===== config.mk =====
export PLATFORM = sky130hd
export DESIGN_NAME = i2c_master_ctrl
export DESIGN_NICKNAME = d
export VERILOG_FILES = /design/src/rtl/i2c_master_ctrl.sv
export SDC_FILE = /design/constraint.sdc
export NUM_CORES = 1
export LEC_CHECK = 0
export BUFFER_PORTS_ARGS = -buffer_cell sky130_fd_sc_hd__buf_2
export CORE_ASPECT_RATIO = 0.5
export CORE_MARGIN = 2
export CORE_UTILIZATION = 42
export CTS_BUF_LIST = sky130_fd_sc_hd__clkbuf_4
export CTS_CLUSTER_SIZE = 12
export DETAILED_ROUTE_END_ITERATION = 10
export PLACE_DENSITY_LB_ADDON = 0.3
export SLEW_MARGIN = 15
export SYNTH_ARGS = -nofsm -noshare
export SYNTH_HDL_FRONTEND = slang
export SYNTH_SLANG_ARGS = --single-unit

===== constraint.sdc =====
create_clock -name clk -period 2.17 [get_ports clk]
set_clock_uncertainty 0.05 [all_clocks]
set_input_delay 0.3255 -clock clk [delete_from_list [all_inputs] [get_ports clk]]
set_output_delay 0.3255 -clock clk [all_outputs]
set_load 0.01 [all_outputs]

===== src/rtl/i2c_master_ctrl.sv =====
// i2c_master_ctrl: single-master I2C initiator (START, addr+R/W, data, ACKs, STOP).
// Define I2C_MASTER_CLK_STRETCH_EN to honour slave clock stretching on scl_in.
module i2c_master_ctrl #(
  parameter int CLK_DIV = 25
) (
  input  logic       clk,
  input  logic       reset,
  input  logic       start,
  input  logic       rw,
  input  logic [6:0] addr,
  input  logic [3:0] len,
  input  logic [7:0] wdata,
  output logic       wreq,
  output logic [7:0] rdata,
  output logic       rvalid,
  output logic       busy,
  output logic       done,
  output logic       ack_err,
  output logic       scl_oe,
  output logic       sda_oe,
  input  logic       scl_in,
  input  logic       sda_in
);
  localparam int CW = $clog2(CLK_DIV);
  localparam logic [CW-1:0] LAST = CW'(CLK_DIV - 1);

  typedef enum logic [3:0] {
    S_IDLE, S_START, S_ADDR, S_AACK, S_WR,
    S_WACK, S_RD, S_MACK, S_STOP
  } state_t;

  state_t        r_st;
  logic [1:0]    r_q;
  logic [CW-1:0] r_cnt;
  logic [2:0]    r_bit;
  logic [3:0]    r_left;
  logic [7:0]    r_sh;
  logic [6:0]    r_rx;
  logic          r_rw;
  logic          r_scl, r_sda;
  logic          r_busy, r_done, r_wreq, r_rvalid, r_ack_err;
  logic [7:0]    r_rdata;
  logic          r_sda_s1, r_sda_s2;

  logic w_hold, w_tick, w_samp, w_more, w_wbit, w_drv, w_accept;

  // two-flop synchroniser for the SDA pad
  always_ff @(posedge clk) begin
    if (!reset) begin
      r_sda_s1 <= 1'b1;
      r_sda_s2 <= 1'b1;
    end else begin
      r_sda_s1 <= sda_in;
      r_sda_s2 <= r_sda_s1;
    end
  end

`ifdef I2C_MASTER_CLK_STRETCH_EN
  logic r_scl_s1, r_scl_s2;

  // synchronise SCL so a slave holding it low freezes the quarter timer
  always_ff @(posedge clk) begin
    if (!reset) begin
      r_scl_s1 <= 1'b1;
      r_scl_s2 <= 1'b1;
    end else begin
      r_scl_s1 <= scl_in;
      r_scl_s2 <= r_scl_s1;
    end
  end

  assign w_hold = !r_scl && !r_scl_s2;
`else
  logic w_unused;
  assign w_unused = scl_in;
  assign w_hold   = 1'b0;
`endif

  assign w_tick   = r_busy && !w_hold && (r_cnt == LAST);
  assign w_samp   = r_sda_s2;
  assign w_more   = (r_left > 4'd1);
  assign w_wbit   = (r_bit == 3'd7) ? wdata[7] : r_sh[7];
  assign w_accept = start && !r_busy && !r_done;

  // SDA pull-down wanted at the first quarter of the current bit
  always_comb begin
    w_drv = 1'b0;
    unique case (r_st)
      S_ADDR:  w_drv = !r_sh[7];
      S_WR:    w_drv = !w_wbit;
      S_MACK:  w_drv = w_more;
      default: w_drv = 1'b0;
    endcase
  end

  // quarter timer, bus sequencing and registered outputs
  always_ff @(posedge clk) begin
    if (!reset) begin
      r_st      <= S_IDLE;
      r_q       <= 2'd0;
      r_cnt     <= '0;
      r_bit     <= 3'd0;
      r_left    <= 4'd0;
      r_sh      <= 8'd0;
      r_rx      <= 7'd0;
      r_rw      <= 1'b0;
      r_scl     <= 1'b0;
      r_sda     <= 1'b0;
      r_busy    <= 1'b0;
      r_done    <= 1'b0;
      r_wreq    <= 1'b0;
      r_rvalid  <= 1'b0;
      r_ack_err <= 1'b0;
      r_rdata   <= 8'd0;
    end else begin
      r_done   <= 1'b0;
      r_wreq   <= 1'b0;
      r_rvalid <= 1'b0;
      if (r_busy && !w_hold)
        r_cnt <= (r_cnt == LAST) ? '0 : r_cnt + 1'b1;
      if (w_accept) begin
        r_busy    <= 1'b1;
        r_st      <= S_START;
        r_q       <= 2'd0;
        r_cnt     <= '0;
        r_sh      <= {addr, rw};
        r_rw      <= rw;
        r_bit     <= 3'd7;
        r_left    <= (len == 4'd0) ? 4'd1 : len;
        r_ack_err <= 1'b0;
      end else if (w_tick) begin
        r_q <= r_q + 2'd1;
        unique case (r_st)
          S_START: begin
            if (r_q == 2'd0) begin
              r_sda <= 1'b1;
            end else begin
              r_scl <= 1'b1;
              r_st  <= S_ADDR;
              r_q   <= 2'd0;
            end
          end
          S_STOP: begin
            unique case (r_q)
              2'd0: begin
                r_scl <= 1'b1;
                r_sda <= 1'b1;
              end
              2'd1: r_scl <= 1'b0;
              2'd2: r_sda <= 1'b0;
              2'd3: begin
                r_done <= 1'b1;
                r_busy <= 1'b0;
                r_st   <= S_IDLE;
                r_cnt  <= '0;
              end
            endcase
          end
          S_ADDR, S_AACK, S_WR, S_WACK, S_RD, S_MACK: begin
            unique case (r_q)
              2'd0: begin
                r_scl <= 1'b1;
                r_sda <= w_drv;
                if (r_st == S_WR && r_bit == 3'd7)
                  r_sh <= wdata;
              end
              2'd1: r_scl <= 1'b1;
              2'd2: r_scl <= 1'b0;
              2'd3: begin
                unique case (r_st)
                  S_ADDR, S_WR: begin
                    if (r_bit == 3'd0) begin
                      r_st <= (r_st == S_ADDR) ? S_AACK : S_WACK;
                    end else begin
                      r_bit <= r_bit - 3'd1;
                      r_sh  <= {r_sh[6:0], 1'b0};
                    end
                  end
                  S_AACK: begin
                    r_bit <= 3'd7;
                    if (w_samp) begin
                      r_ack_err <= 1'b1;
                      r_st      <= S_STOP;
                    end else begin
                      r_st <= r_rw ? S_RD : S_WR;
                    end
                  end
                  S_WACK: begin
                    r_bit <= 3'd7;
                    if (w_samp) begin
                      r_ack_err <= 1'b1;
                      r_st      <= S_STOP;
                    end else if (w_more) begin
                      r_left <= r_left - 4'd1;
                      r_wreq <= 1'b1;
                      r_st   <= S_WR;
                    end else begin
                      r_st <= S_STOP;
                    end
                  end
                  S_RD: begin
                    r_rx <= {r_rx[5:0], w_samp};
                    if (r_bit == 3'd0) begin
                      r_rdata  <= {r_rx, w_samp};
                      r_rvalid <= 1'b1;
                      r_st     <= S_MACK;
                    end else begin
                      r_bit <= r_bit - 3'd1;
                    end
                  end
                  default: begin
                    r_bit <= 3'd7;
                    if (w_more) begin
                      r_left <= r_left - 4'd1;
                      r_st   <= S_RD;
                    end else begin
                      r_st <= S_STOP;
                    end
                  end
                endcase
              end
            endcase
          end
          default: r_st <= S_IDLE;
        endcase
      end
    end
  end

  assign wreq    = r_wreq;
  assign rdata   = r_rdata;
  assign rvalid  = r_rvalid;
  assign busy    = r_busy;
  assign done    = r_done;
  assign ack_err = r_ack_err;
  assign scl_oe  = r_scl;
  assign sda_oe  = r_sda;

endmodule

==> results_dict.tcl, run 1 <==
set metrics [dict create \
    startpoint "r_q[0]$_SDFFE_PP0P_" \
    antenna_left 0 \
    syn_avg_cell_area_sq_um 8.91 \
    r2r_cells 5 \
    max_freq_mhz 494 \
    worst_pin_slew_ns 0.549 \
    vdd_drop_max_mv 0.239 \
    numPlacedInstances 461 \
    layout.nets 412 \
    clock_latency_ns 0.38 \
    layout_commonest_cell "dfxtp_1" \
    min_delay_worst_endpoint "r_sda_s1$_SDFF_PN1_" \
    ys_types 67 \
    critPathArrivalTime_ns 2.29 \
    whs_ns 0.0741 \
    setup_tns_ns 0 \
    ctsLongestPathBuffers 2 \
    p_leak_nw 1.34 \
    grtUsageTotal 0.193 \
    syn_inst 324 \
    grt_max_degree 27 \
    hpwl_um 5210 \
    root_buffer "clkbuf_4" \
    detail_route.first_pass.iterations 4 \
    core-area_sq_um 6670 \
    placed_area_sq_um 3260 \
    wl_per_cell_um 14.9 \
    finalNonFillerCells 468 \
    setup_viol 0 \
    io_pins 40 \
    cts.clk_slew.worst_paths_ns 0.15 \
    final_cell_mix "dfxtp_1 (51), nor2_1 (48), buf_2 (38)" \
    cts_tree "yes" \
    grt_pass1_wl_um 11900 \
    ys.warnings.count 0 \
    synthTopCellsByArea "dfxtp_1 (35%), mux2i_1 (7.3%), nor2_1 (6.2%)" \
    grt_pass1_vias 2501 \
    drt-initial-drc-count 153 \
    cts_buffers 5 \
    gp_congestion 0.855 \
    overflow 0 \
    crit_type "flop to flop" \
    num_vias 2560 \
    netlist.area_leader.share 0.354 \
    fin_area_sq_um 3340 \
    p_per_area_nw_per_um2 529 \
    drt-total-wl_um 6970 \
    endpoint_kind "flop" \
    start_kind "flop" \
    final_util 0.500 \
    layout-drive-gt1-share 0.250 \
    num_rows 21 \
    synth_edf_count 0 \
    regToRegStartpoint "r_q[0]$_SDFFE_PP0P_" \
    cts_sinks 51 \
    fin_ws_ns 0.146 \
    portBuffers 38 \
    synthArstFlopShare 0 \
    crit_fanout 8 \
    grt_setup_unrepaired "no" \
    cap_violations 0 \
    drc 0 \
    regToRegSetupSlack_ns 0.15 \
    min_period_ns 2.02 \
    antenna_cells 0 \
    crit_required_ns 2.43 \
    slew_headroom 0.632 \
    synth-main-ff-cell "dfxtp_1" \
    hold_violations 0 \
    die_area_sq_um 7590 \
    die_width_um 121 \
    postCtsHoldBufs 0 \
    syn-cell-area_sq_um 2890 \
    synth_seq_cells 51 \
    start_util 0.433 \
    htree_num_levels 2 \
    die_h_um 62.6 \
    antenna_found_initial 0 \
    hold_depth 2 \
    min_path_type "input pin to flop" \
    via_per_inst 5.47 \
    synth_nets 360 \
    status "finished clean" \
    synth_top_area_cell "dfxtp_1" \
    syn2layout_area_growth_pct 15.7 \
    fin_crit_sh 0.933 \
    yosysSeqAreaShare 0.354 \
    power_mw 1.77 \
    drv_slew 0 \
    rr_endpoint "r_left[3]$_SDFFE_PN0P_" \
    place_ws_ns 0.167 \
    holdCritStartpoint "sda_in" \
]
## area by class of cell
class	instances	area, sq um
repair buffers	63	378
multi-input cells	233	1670
well taps	92	115
clock buffers	5	37.5
inverters	22	82.6
clock inverters	2	37.5
flip-flops and latches	51	1020
fillers	666	3330
## kinds of logic (layout without fill, tap and decap cells)
logic type               Yosys count  count (layout)  share of synthesized area
flip-flops                        51              51                      0.354
multiplexers                      23              23                     0.0806
adder cells (fa/ha/maj)           11              11                     0.0477
AO/OA/AOI/OAI                     77              77                      0.206
XOR/XNOR                           6               6                     0.0182
AND/OR/NAND/NOR                  116             116                      0.222
buffers and inverters             40              92                     0.0715
## sequential cells by signal, summed over array words and instances (netlist names)
register,cells
r_rx,7
rdata,8
sda_oe,1
r_rw,1
r_cnt,5
rvalid,1
r_sda_s2,1
done,1
scl_oe,1
r_bit,3
r_q,2
ack_err,1
wreq,1
r_sh,8
r_st,4
r_left,4
busy,1
r_sda_s1,1
## layer usage
metal	GRT usage	wire [um]
met1	0.264	3340
met2	0.308	3160
met3	0.0411	406
met4	0.0546	66
met5	0	0
## worst max-delay path, stage by stage, from the launching register on
cell	delay, ns
dfxtp_1	0.41
ha_1	0.26
nand4b_4	0.12
or3_4	0.43
or4_1	0.53
a31oi_1	0.16
## power breakdown
group | switching, mW | internal [mW] | total, mW
logic | 0.130 | 0.0994 | 0.229
registers | 0.0256 | 0.967 | 0.993
clock network | 0.309 | 0.237 | 0.545
## timing repair
item | CTS | global route
gates resized for setup | 0 | 1
setup buffers | 0 | 0
setup endpoints to repair | 0 | 5
## worst max path at each step
stage,endpoint,slack [ns],cells after the start
6_report,r_left[3]$_SDFFE_PN0P_,0.15,5
5_1_grt,r_left[3]$_SDFFE_PN0P_,0.02,6
4_1_cts,r_left[3]$_SDFFE_PN0P_,0.14,5
3_5_place_dp,r_left[3]$_SDFFE_PN0P_,0.17,5
3_3_place_gp,r_left[3]$_SDFFE_PN0P_,0.22,5
2_1_floorplan,r_left[1]$_SDFFE_PN0P_,0.15,7
## cell usage after synthesis, drive strengths merged (2+ instances only)
library cell and instances:
a211oi 3, a21oi 8, a311oi 3, a31oi 12, a32oi 2, a41oi 2, and3 4, and4b 2
buf 10, clkbuf 8, dfxtp 51, ha 11, inv 22, mux2 2, mux2i 21, nand2 16
nand2b 5, nand3 2, nand4 5, nor2 48, nor2b 3, nor3 8, nor4 3, o2111ai 2
o211a 2, o211ai 3, o21ai 10, o21ba 2, o21bai 2, o221a 5, o22ai 3, o31ai 6
o32ai 2, or2 2, or3 5, or3b 3, or4 2, or4b 2, xnor2 2, xor2 4
(Power assumes the default switching activity.)
==> inputs of run 2 (changes only) <==
Settings changed: CORE_UTILIZATION 42 to 50.
==> results_dict.tcl, run 2 (synthesized netlist as in run 1, its figures left out) <==
set metrics [dict create \
    crit_type "flop to flop" \
    grt_max_degree 21 \
    final_cell_mix "dfxtp_1 (50), nor2_1 (48), buf_2 (38)" \
    holdCritStartpoint "sda_in" \
    grt_pass1_wl_um 12200 \
    p_per_area_nw_per_um2 508 \
    layout.nets 417 \
    hold_depth 2 \
    cts_sinks 51 \
    wl_per_cell_um 15.5 \
    r2r_cells 6 \
    power_mw 1.69 \
    cts.clk_slew.worst_paths_ns 0.16 \
    whs_ns 0.0844 \
    drc 0 \
    num_vias 2650 \
    finalNonFillerCells 455 \
    clock_latency_ns 0.38 \
    cts_resized 0 \
    min_delay_worst_endpoint "r_sda_s1$_SDFF_PN1_" \
    via_per_inst 5.82 \
    syn2layout_area_growth_pct 15.6 \
    die_width_um 111 \
    grtUsageTotal 0.234 \
    regToRegStartpoint "r_q[1]$_SDFFE_PP0P_" \
    overflow 0 \
    drt-initial-drc-count 228 \
    core-area_sq_um 5520 \
    critPathArrivalTime_ns 2.30 \
    hpwl_um 5340 \
    path_delay_family "simple AND/OR/NAND/NOR gates" \
    regToRegSetupSlack_ns 0.13 \
    min_path_type "input pin to flop" \
    gp_congestion 0.876 \
    vdd_drop_max_mv 0.251 \
    layout_commonest_cell "dfxtp_1" \
    worstPathCellList "ha_1 -> nand4b_4 -> or3_4 -> buf_4 -> or3_1 -> a31oi_1" \
    worst_pin_slew_ns 0.674 \
    placed_area_sq_um 3270 \
    setup_tns_ns 0 \
    cap_violations 0 \
    cts_tree "yes" \
    slowest_stage "or3_4" \
    htree_num_levels 2 \
    numPlacedInstances 447 \
    grt_pass1_vias 2525 \
    rr_endpoint "r_bit[0]$_SDFFE_PN0P_" \
    grt_setup_unrepaired "no" \
    status "finished clean" \
    fin_crit_sh 0.941 \
    critPathMaxStageDelay_ns 0.44 \
    p_leak_nw 1.36 \
    root_buffer "clkbuf_4" \
    die_area_sq_um 6430 \
    max_freq_mhz 490 \
    crit_required_ns 2.43 \
    antenna_left 0 \
    endpoint_kind "flop" \
    postCtsSetupRepairBufs 0 \
    path_buf_inv 1 \
    crit_fanout 8 \
    cts_buffers 5 \
    hold_violations 0 \
    start_util 0.523 \
    antenna_found_initial 0 \
    num_rows 19 \
    detail_route.first_pass.iterations 5 \
    final_util 0.605 \
    fin_area_sq_um 3340 \
    layout-drive-gt1-share 0.267 \
    portBuffers 38 \
    io_pins 40 \
    antenna_cells 0 \
    drt-total-wl_um 7050 \
    die_h_um 57.7 \
    start_kind "flop" \
    slew_headroom 0.545 \
    fin_ws_ns 0.129 \
    min_period_ns 2.04 \
    postCtsHoldBufs 0 \
    ctsLongestPathBuffers 2 \
    drv_slew 0 \
    setup_viol 0 \
    place_ws_ns 0.173 \
]
-- run 2: cell count changes in the layout (fill, tap and decap cells not counted), sizes merged --
| cell | previous run | this run |
|---|---|---|
| buf | 63 | 68 |
| inv | 22 | 24 |
| bufinv | 1 | 0 |
| clkinv | 0 | 1 |
| clkinvlp | 1 | 0 |
-- run 2: worst max path at each step --
stage | startpoint | endpoint | cells after the start
6_report | r_q[1]$_SDFFE_PP0P_ | r_bit[0]$_SDFFE_PN0P_ | 6
5_1_grt | r_q[1]$_SDFFE_PP0P_ | r_bit[0]$_SDFFE_PN0P_ | 6
4_1_cts | r_bit[0]$_SDFFE_PN0P_ | r_st[0]$_SDFFE_PN0P_ | 6
3_5_place_dp | r_cnt[0]$_SDFF_PP0_ | r_bit[0]$_SDFFE_PN0P_ | 7
3_3_place_gp | r_st[1]$_SDFFE_PP0P_ | r_st[1]$_SDFFE_PP0P_ | 4
2_1_floorplan | r_cnt[0]$_SDFF_PP0_ | r_left[1]$_SDFFE_PN0P_ | 7
-- run 2: layout make-up --
| cell class | instances | area, sq um |
|---|---|---|
| sequential | 51 | 1020 |
| clock buffer | 5 | 37.5 |
| fill | 483 | 2180 |
| timing repair buffer | 68 | 415 |
| inverter | 22 | 82.6 |
| multi-input combinational | 233 | 1660 |
| clock inverter | 3 | 22.5 |
| tap | 73 | 91.3 |
-- run 2: power breakdown --
part / switching, mW / internal (mW) / total (mW)
sequential: 0.0281 / 0.968 / 0.996
clock: 0.328 / 0.134 / 0.462
combinational: 0.132 / 0.105 / 0.237
total: 0.488 / 1.21 / 1.69
-- run 2: worst reg2reg max path: cells and delay by family (launching register included) --
kind / cells / cell delay (ns)
flops: 1 / 0.43
fa+ha+maj: 1 / 0.26
buf+inv: 1 / 0.18
compound gates: 1 / 0.17
simple gates: 3 / 0.89
-- run 2: per-layer routing --
layer / wire (um) / share of wire / GRT usage
met1: 3350 / 0.47 / 0.321
met2: 3060 / 0.43 / 0.374
met3: 542 / 0.077 / 0.0617
met4: 95 / 0.013 / 0.0653
met5: 0 / 0 / 0
